==> config.mk <==
export PLATFORM = sky130hd
export DESIGN_NAME = mem_arbiter
export DESIGN_NICKNAME = d
export VERILOG_FILES = /design/src/rtl/mem_arbiter.sv
export SDC_FILE = /design/constraint.sdc
export NUM_CORES = 1
export LEC_CHECK = 0
export CORE_AREA = 2 2 70 72
export CTS_CLUSTER_SIZE = 16
export DETAILED_ROUTE_END_ITERATION = 12
export DIE_AREA = 0 0 72 74
export GPL_ROUTABILITY_DRIVEN = 0
export GPL_TIMING_DRIVEN = 0
export HOLD_SLACK_MARGIN = 0.06
export PLACE_DENSITY = 0.7
export SETUP_SLACK_MARGIN = 0.1
export SYNTH_ARGS = -nofsm -noshare
export SYNTH_HDL_FRONTEND = slang
export SYNTH_SLANG_ARGS = --single-unit
==> constraint.sdc <==
create_clock -name clk -period 1.26 [get_ports clk]
set_clock_uncertainty 0.05 [all_clocks]
set_input_delay 0.252 -clock clk [delete_from_list [all_inputs] [get_ports clk]]
set_output_delay 0.252 -clock clk [all_outputs]
set_load 0.03 [all_outputs]
==> src/rtl/mem_arbiter.sv <==
// Two-port (fetch / data) arbiter in front of a single-port synchronous RAM.
// Each access is IDLE -> ISSUE -> WAIT, with fixed data priority or round-robin.
module mem_arbiter #(
  parameter int unsigned PRIO_DATA = 1,
  localparam int unsigned AW = 8,
  localparam int unsigned DW = 8
) (
  input  logic          clk,
  input  logic          rst,
  input  logic          if_req,
  input  logic [AW-1:0] if_addr,
  output logic          if_gnt,
  output logic [DW-1:0] if_rdata,
  output logic          if_rvalid,
  input  logic          d_req,
  input  logic          d_we,
  input  logic [AW-1:0] d_addr,
  input  logic [DW-1:0] d_wdata,
  output logic          d_gnt,
  output logic [DW-1:0] d_rdata,
  output logic          d_rvalid,
  output logic          mem_en,
  output logic          mem_we,
  output logic [AW-1:0] mem_addr,
  output logic [DW-1:0] mem_wdata,
  input  logic [DW-1:0] mem_rdata,
  output logic          busy
);

  typedef enum logic [1:0] {
    IDLE  = 2'd0,
    ISSUE = 2'd1,
    WAIT  = 2'd2
  } state_t;

  state_t state;
  state_t state_next;
  logic   pick_data;
  logic   last_data;
  logic   sel_data;
  logic   lat_we;

  // Next-state and winner selection; round-robin favours the port not granted last.
  always_comb begin
    state_next = state;
    pick_data  = 1'b0;
    if (PRIO_DATA != 0) begin
      pick_data = d_req;
    end else begin
      pick_data = d_req && (!if_req || !last_data);
    end
    case (state)
      IDLE:    if (if_req || d_req) state_next = ISSUE;
      ISSUE:   state_next = WAIT;
      WAIT:    state_next = IDLE;
      default: state_next = IDLE;
    endcase
  end

  always_ff @(posedge clk) begin
    if (rst) begin
      state <= IDLE;
    end else begin
      state <= state_next;
    end
  end

  // Registered outputs: request latch in IDLE, RAM strobe during ISSUE, read return after WAIT.
  always_ff @(posedge clk) begin
    if (rst) begin
      if_gnt    <= 1'b0;
      if_rdata  <= '0;
      if_rvalid <= 1'b0;
      d_gnt     <= 1'b0;
      d_rdata   <= '0;
      d_rvalid  <= 1'b0;
      mem_en    <= 1'b0;
      mem_we    <= 1'b0;
      mem_addr  <= '0;
      mem_wdata <= '0;
      busy      <= 1'b0;
      last_data <= 1'b1;
      sel_data  <= 1'b0;
      lat_we    <= 1'b0;
    end else begin
      if_gnt    <= 1'b0;
      d_gnt     <= 1'b0;
      if_rvalid <= 1'b0;
      d_rvalid  <= 1'b0;
      mem_en    <= 1'b0;
      mem_we    <= 1'b0;
      busy      <= (state_next != IDLE);
      case (state)
        IDLE: begin
          if (state_next == ISSUE) begin
            sel_data  <= pick_data;
            last_data <= pick_data;
            lat_we    <= pick_data && d_we;
            if_gnt    <= !pick_data;
            d_gnt     <= pick_data;
            mem_en    <= 1'b1;
            mem_we    <= pick_data && d_we;
            mem_addr  <= pick_data ? d_addr : if_addr;
            mem_wdata <= pick_data ? d_wdata : DW'(0);
          end
        end
        WAIT: begin
          if (!lat_we) begin
            if (sel_data) begin
              d_rdata  <= mem_rdata;
              d_rvalid <= 1'b1;
            end else begin
              if_rdata  <= mem_rdata;
              if_rvalid <= 1'b1;
            end
          end
        end
        default: ;
      endcase
    end
  end

endmodule
==> results of run 1 <==
-- final timing paths --
path	start	to	slack (ns)	cells past startpoint
min reg2reg	if_rdata[5]	if_rdata[5]	0.40	2
max	state[1]	if_rdata[2]	-0.11	4
min	d_req	if_gnt	0.32	3
max reg2reg	state[1]	if_rdata[2]	-0.11	4
-- flip-flops by register name, indices dropped and copies added (netlist names), 2 cells and up --
name / cells
d_rdata: 8
if_rdata: 8
mem_addr: 8
mem_wdata: 8
state: 2
-- per-layer routing --
layer  global-route usage [%]  vias up  wire, um
li1                         -      737         -
met1                     19.4      660      1790
met2                     24.3       55      1900
met3                     5.56        2       328
met4                     3.14        0        19
met5                        0        -         0
-- power by group through the flow --
stage	clock network, mW	registers [mW]	logic [mW]
2_1_floorplan	0	1.66	0.181
3_3_place_gp	0	1.52	0.611
3_5_place_dp	0	1.52	0.615
4_1_cts	0.973	1.49	0.621
5_1_grt	1.04	1.50	0.774
6_report	0.928	1.49	0.722
-- stage by stage --
step | instance area [sq um] | std cells | setup TNS [ns]
detailed placement | 2350 | 283 | -10.96
global route | 2620 | 308 | -1.24
finish | 2620 | 308 | -0.787
floorplan | 1540 | 155 | -0.177
global placement | 2350 | 283 | -10.52
CTS | 2380 | 299 | -0.845
-- kinds of logic (layout without fill, tap and decap cells) --
kind of cell / count (synthesis) / after routing / share of synthesized area, %
buffers and inverters: 12 / 111 / 3.67
AO/OA/AOI/OAI: 44 / 44 / 18.9
flip-flops: 43 / 43 / 56.2
multiplexers: 8 / 8 / 5.22
AND/OR/NAND/NOR: 48 / 48 / 16.1
-- layout make-up --
cell class	instances	area share, %
tap	54	2.58
buffer	12	3.77
timing repair buffer	91	29.5
sequential	43	33.5
multi-input combinational	100	26.9
clock buffer	8	3.82
-- cell usage in the layout, fill, tap and decap left out, drive strengths merged --
cell type,Yosys,layout
a211oi,8,8
a21o,2,2
a21oi,25,25
a22o,8,8
and2,2,2
and4bb,1,1
buf,8,57
clkbuf,4,19
clkdlybuf4s50,0,33
dfxtp,43,43
dlygate4sd2,0,2
mux2i,8,8
nand2,33,33
nand4bb,1,1
nor2,5,5
nor3,1,1
nor3b,1,1
nor4b,2,2
o21bai,1,1
or2,1,1
or4b,1,1
-- worst min-delay path: stages --
cell and delay, ns:
dlygate4sd2_1 0.22, buf_6 0.11, nor3_2 0.04
-- what timing repair did --
item	CTS	global route
setup buffers	5	7
gates cloned	3	2
gates resized for setup	212	81
pin swaps	3	7
hold buffers	0	0
endpoints found under the setup margin	80	62
endpoints found under the hold margin	0	0
==> flow_summary.json, run 1 <==
{
  "run_status": "finished with violations",
  "violations": "setup timing",
  "ys.flop_type": "dfxtp_1",
  "pin_count": 76,
  "cts_tree": "built",
  "fill_cells": 426,
  "coreArea_sq_um": 4600,
  "min_path_type": "in -> reg",
  "grt_pass1_wl_um": 6210,
  "synth.top_cell.area_share_pct": 56.2,
  "rsz0062_at_grt": "true",
  "gr-total-overflow": 0,
  "clkSlewWorstSetupHoldPaths_ns": 0.07,
  "cts_buffers": 5,
  "via_per_inst": 4.72,
  "crit_family": "simple AND/OR/NAND/NOR gates",
  "pwr-share-seq_pct": 47.5,
  "synthTopCellsByArea": "dfxtp_1 (56%), nand2_1 (8.1%), a21oi_1 (7.8%)",
  "synthesis.nets": 192,
  "slew_violations": 0,
  "min_period_ns": 1.37,
  "rows": 25,
  "drt-total-wl_um": 4040,
  "register_area_sq_um": 877,
  "timing.hold.ws_ns": 0.323,
  "intPower_mw": 2.30,
  "tightestPinTransition_ns": 0.513,
  "total_power_mw": 3.14,
  "drive_gt1_share_pct": 39.0,
  "dp_hpwl_um": 2690,
  "synth_area_sq_um": 1530,
  "multi_input_area_sq_um": 704,
  "path_buf_inv": 1,
  "antenna_found_initial": 0,
  "cts.path.max_buffers": 2,
  "vias": 1454,
  "yosysUniqueCellTypes": 23,
  "finalHoldViolations": 0,
  "synth-seq-cells": 43,
  "worstPathCellList": "or4b_4 -> buf_2 -> nand2_1 -> a21oi_1",
  "finalSetupViolCount": 13,
  "maxCapViolCount": 0,
  "syn_area_per_cell_sq_um": 9.89,
  "cp_slowest_cell": "or4b_4",
  "p_per_area_nw_per_um2": 1200,
  "h-tree-depth": 2,
  "drtIter0Drc": 74,
  "cp-start-kind": "flip-flop",
  "io_buffer_count": 74,
  "yosysTopAreaCell": "dfxtp_1",
  "yosys_warnings": 0,
  "clk_latency_ns": 0.29,
  "wl_per_cell_um": 13.1,
  "swShare_pct": 26.8,
  "grt_pass1_vias": 1345,
  "ys_top_cells_by_count": "dfxtp_1 (43), nand2_1 (33), a21oi_1 (24)",
  "grt_max_degree": 13,
  "switchingPower_uw": 841,
  "cts-root-buf": "clkbuf_8",
  "crit_path_end_kind": "flip-flop",
  "maxClockFrequency_mhz": 730,
  "grt_usage_pct": 15.0,
  "critPathArrivalTime_ns": 1.47,
  "drc_errors": 0,
  "crit_type": "reg -> reg",
  "final_util_pct": 57.0,
  "start_util_pct": 33.3,
  "relSlewSlack_pct": 65.8,
  "nets": 290,
  "synthCells": 155,
  "firstDrtPassIters": 4,
  "synth_enable_flop_cells": 0,
  "die_w_um": 72,
  "area_delta_synth_final_pct": 71.0,
  "period_share_pct": 109,
  "setup_slack_ns": -0.111,
  "ys_async_sr_fraction_pct": 0,
  "p_leak_nw": 1.11,
  "yosysSeqAreaShare_pct": 56.2,
  "vdd_drop_max_mv": 0.617,
  "die_h_um": 74,
  "crit_required_ns": 1.36,
  "antenna_cells": 0,
  "crit_path_max_incr_delay_ns": 0.49,
  "ant_nets": 0,
  "yosysMostFrequentCell": "dfxtp_1",
  "dieArea_sq_um": 5330,
  "cp_max_fo": 7,
  "cts_sinks": 43,
  "dp_slack_ns": -0.493,
  "pwr-share-clk_pct": 29.6,
  "comb_power_share_pct": 23.0
}
No activity file was read; power rests on OpenSTA's default activity.
==> run 2, diff against run 1 <==
==> config.mk (replaced) <==
export PLATFORM = sky130hd
export DESIGN_NAME = mem_arbiter
export DESIGN_NICKNAME = d
export VERILOG_FILES = /design/src/rtl/mem_arbiter.sv
export SDC_FILE = /design/constraint.sdc
export NUM_CORES = 1
export LEC_CHECK = 0
export ABC_AREA = 1
export CORE_AREA = 2 2 72 74
export CTS_CLUSTER_SIZE = 16
export DETAILED_ROUTE_END_ITERATION = 12
export DIE_AREA = 0 0 74 76
export GPL_ROUTABILITY_DRIVEN = 0
export GPL_TIMING_DRIVEN = 0
export HOLD_SLACK_MARGIN = 0.06
export PLACE_DENSITY = 0.71
export SETUP_SLACK_MARGIN = 0.1
export SYNTH_ARGS = -nofsm -noshare
export SYNTH_HDL_FRONTEND = slang
export SYNTH_SLANG_ARGS = --single-unit
export TNS_END_PERCENT = 100
==> run 2 against run 1 <==
  * The run now ends clean
  * Synthesized cell count is 59% higher
  * First-iteration DRC count is 2.7% lower
  * Via count is 19% higher
  * Critical endpoint is now mem_addr[5]
  * Largest cell class unchanged
==> flow_summary.json, run 2 <==
{
  "area_delta_synth_final_pct": 53.4,
  "grt_usage_pct": 15.3,
  "mostFrequentLayoutCells": "nand2_1 (77), nor2_1 (43), dfxtp_1 (39), clkdlybuf4s50_1 (33), nand3_1 (26)",
  "crit_required_ns": 1.44,
  "via_per_inst": 4.27,
  "antenna_cells": 0,
  "synth_area_sq_um": 1740,
  "fin_setup_tns_ns": 0,
  "dieArea_sq_um": 5620,
  "yosysSeqAreaShare_pct": 49.4,
  "die_h_um": 76,
  "crit_path_max_incr_delay_ns": 0.35,
  "synthTopCellsByArea": "dfxtp_1 (49%), nand2_1 (17%), nor2_1 (9.7%)",
  "cp_slowest_cell": "dfxtp_2",
  "vdd_drop_max_mv": 0.645,
  "yosysTopAreaCell": "dfxtp_1",
  "worstPathCellList": "nor2_4 -> nand2_4 -> buf_8 -> buf_4 -> nand2_1 -> nand2_1 -> nor2_1",
  "crit_type": "reg -> reg",
  "timing.hold.ws_ns": 0.225,
  "p_per_area_nw_per_um2": 1210,
  "vias": 1726,
  "min_path_type": "in -> reg",
  "synth.top_cell.area_share_pct": 49.4,
  "yosysUniqueCellTypes": 19,
  "synthCells": 246,
  "cts.path.max_buffers": 2,
  "pin_count": 76,
  "dp_hpwl_um": 3120,
  "grt_max_degree": 14,
  "start_util_pct": 35.5,
  "run_status": "finished, final reports clean",
  "syn_area_per_cell_sq_um": 7.08,
  "cp-start-kind": "flip-flop",
  "final_common_cell": "nand2_1",
  "synth_enable_flop_cells": 0,
  "gr-total-overflow": 0,
  "critPathArrivalTime_ns": 1.31,
  "ant_nets": 0,
  "drt-total-wl_um": 4250,
  "maxClockFrequency_mhz": 885,
  "nets": 370,
  "drc_errors": 0,
  "crit_family": "simple AND/OR/NAND/NOR gates",
  "slew_violations": 0,
  "cts_tree": "built",
  "synthesis.nets": 283,
  "wl_per_cell_um": 10.5,
  "clk_latency_ns": 0.29,
  "yosys_warnings": 0,
  "ys_top_cells_by_count": "nand2_1 (77), nor2_1 (45), dfxtp_1 (43), nand3_1 (26), inv_1 (23)",
  "tightestPinTransition_ns": 0.288,
  "ys.flop_type": "dfxtp_1",
  "cp_max_fo": 6,
  "cts-root-buf": "clkbuf_8",
  "finalSetupViolCount": 0,
  "path_common_cell": "nand2_1",
  "period_share_pct": 89.6,
  "yosysMostFrequentCell": "nand2_1",
  "rows": 26,
  "h-tree-depth": 2,
  "maxCapViolCount": 0,
  "grt_pass1_wl_um": 6810,
  "io_buffer_count": 74,
  "grt_pass1_vias": 1559,
  "finalHoldViolations": 0,
  "relSlewSlack_pct": 80.8,
  "path_buf_inv": 2,
  "drive_gt1_share_pct": 24.3,
  "final_util_pct": 54.4,
  "p_leak_nw": 1.33,
  "drtIter0Drc": 72,
  "crit_path_end_kind": "flip-flop",
  "ys_async_sr_fraction_pct": 0,
  "rsz0062_at_grt": "true",
  "firstDrtPassIters": 4,
  "cts_sinks": 43,
  "coreArea_sq_um": 4910,
  "min_period_ns": 1.13,
  "synth-seq-cells": 43,
  "die_w_um": 74,
  "cts_buffers": 5,
  "antenna_found_initial": 0,
  "clkSlewWorstSetupHoldPaths_ns": 0.08
}
[run 2: changes by cell type in the layout (fill, tap and decap cells not counted), sizes merged, moves of 8 or more]
cell	change
a211oi	-8
inv	+26
a21oi	-16
nand3	+27
mux2i	-8
nor2	+44
buf	-15
a22o	-8
nand2	+46
[run 2: layout make-up]
type | instances | area (sq um)
Inverter | 26 | 103
Sequential cell | 43 | 866
Clock buffer | 7 | 96.3
Fill cell | 501 | 2240
Multi-Input combinational cell | 167 | 736
Timing Repair Buffer | 80 | 687
Buffer | 10 | 90.1
Clock inverter | 1 | 7.51
Tap cell | 70 | 87.6
[run 2: timing repair]
item | CTS | global route
setup buffers | 1 | 2
endpoints found under the setup margin | 72 | 62
gates cloned | 0 | 3
pin swaps | 0 | 2
gates resized for setup | 199 | 55
hold buffers | 0 | 0
[run 2: kinds of logic after synthesis]
logic type	count (synthesis)	share of synthesized area [%]
AND/OR/NAND/NOR	157	37.1
flip-flops	43	49.4
buffers and inverters	36	10.3
AO/OA/AOI/OAI	10	3.09
[run 2: tightest hold or removal path, stage by stage]
cell,delay (ns)
buf_6,0.13
inv_6,0.06
nand2_1,0.06
inv_1,0.03
[run 2: power breakdown]
part,switching (mW),internal (mW),total [mW]
Clock,0.448,0.498,0.946
Combinational,0.437,0.349,0.786
Sequential,0.0544,1.45,1.50
[run 2: layer usage]
metal | vias up | global-route usage, % | wire, um
met2 | 56 | 24.6 | 1970
met1 | 740 | 18.6 | 1860
met5 | - | 0 | 0
li1 | 925 | - | -
met4 | 0 | 4.55 | 39
met3 | 5 | 6.35 | 376
[run 2: path summary, 6_finish.rpt]
kind	startpoint	end	slack, ns	cells past startpoint
setup / recovery	state[1]	mem_addr[5]	0.13	7
hold / removal	d_req	if_gnt	0.23	4
setup reg to reg	state[1]	mem_addr[5]	0.13	7
hold reg to reg	mem_wdata[3]	mem_wdata[3]	0.42	2
[run 2: metrics by stage]
step / power [mW] / instance area, sq um / cells / worst slack (ns)
finish: 3.24 / 2670 / 404 / 0.131
global route: 3.41 / 2670 / 404 / 0.0605
CTS: 3.19 / 2490 / 399 / 0.0580
detailed placement: 2.29 / 2570 / 390 / -0.323
global placement: 2.28 / 2570 / 390 / -0.320
floorplan: 1.96 / 1740 / 246 / 0.182
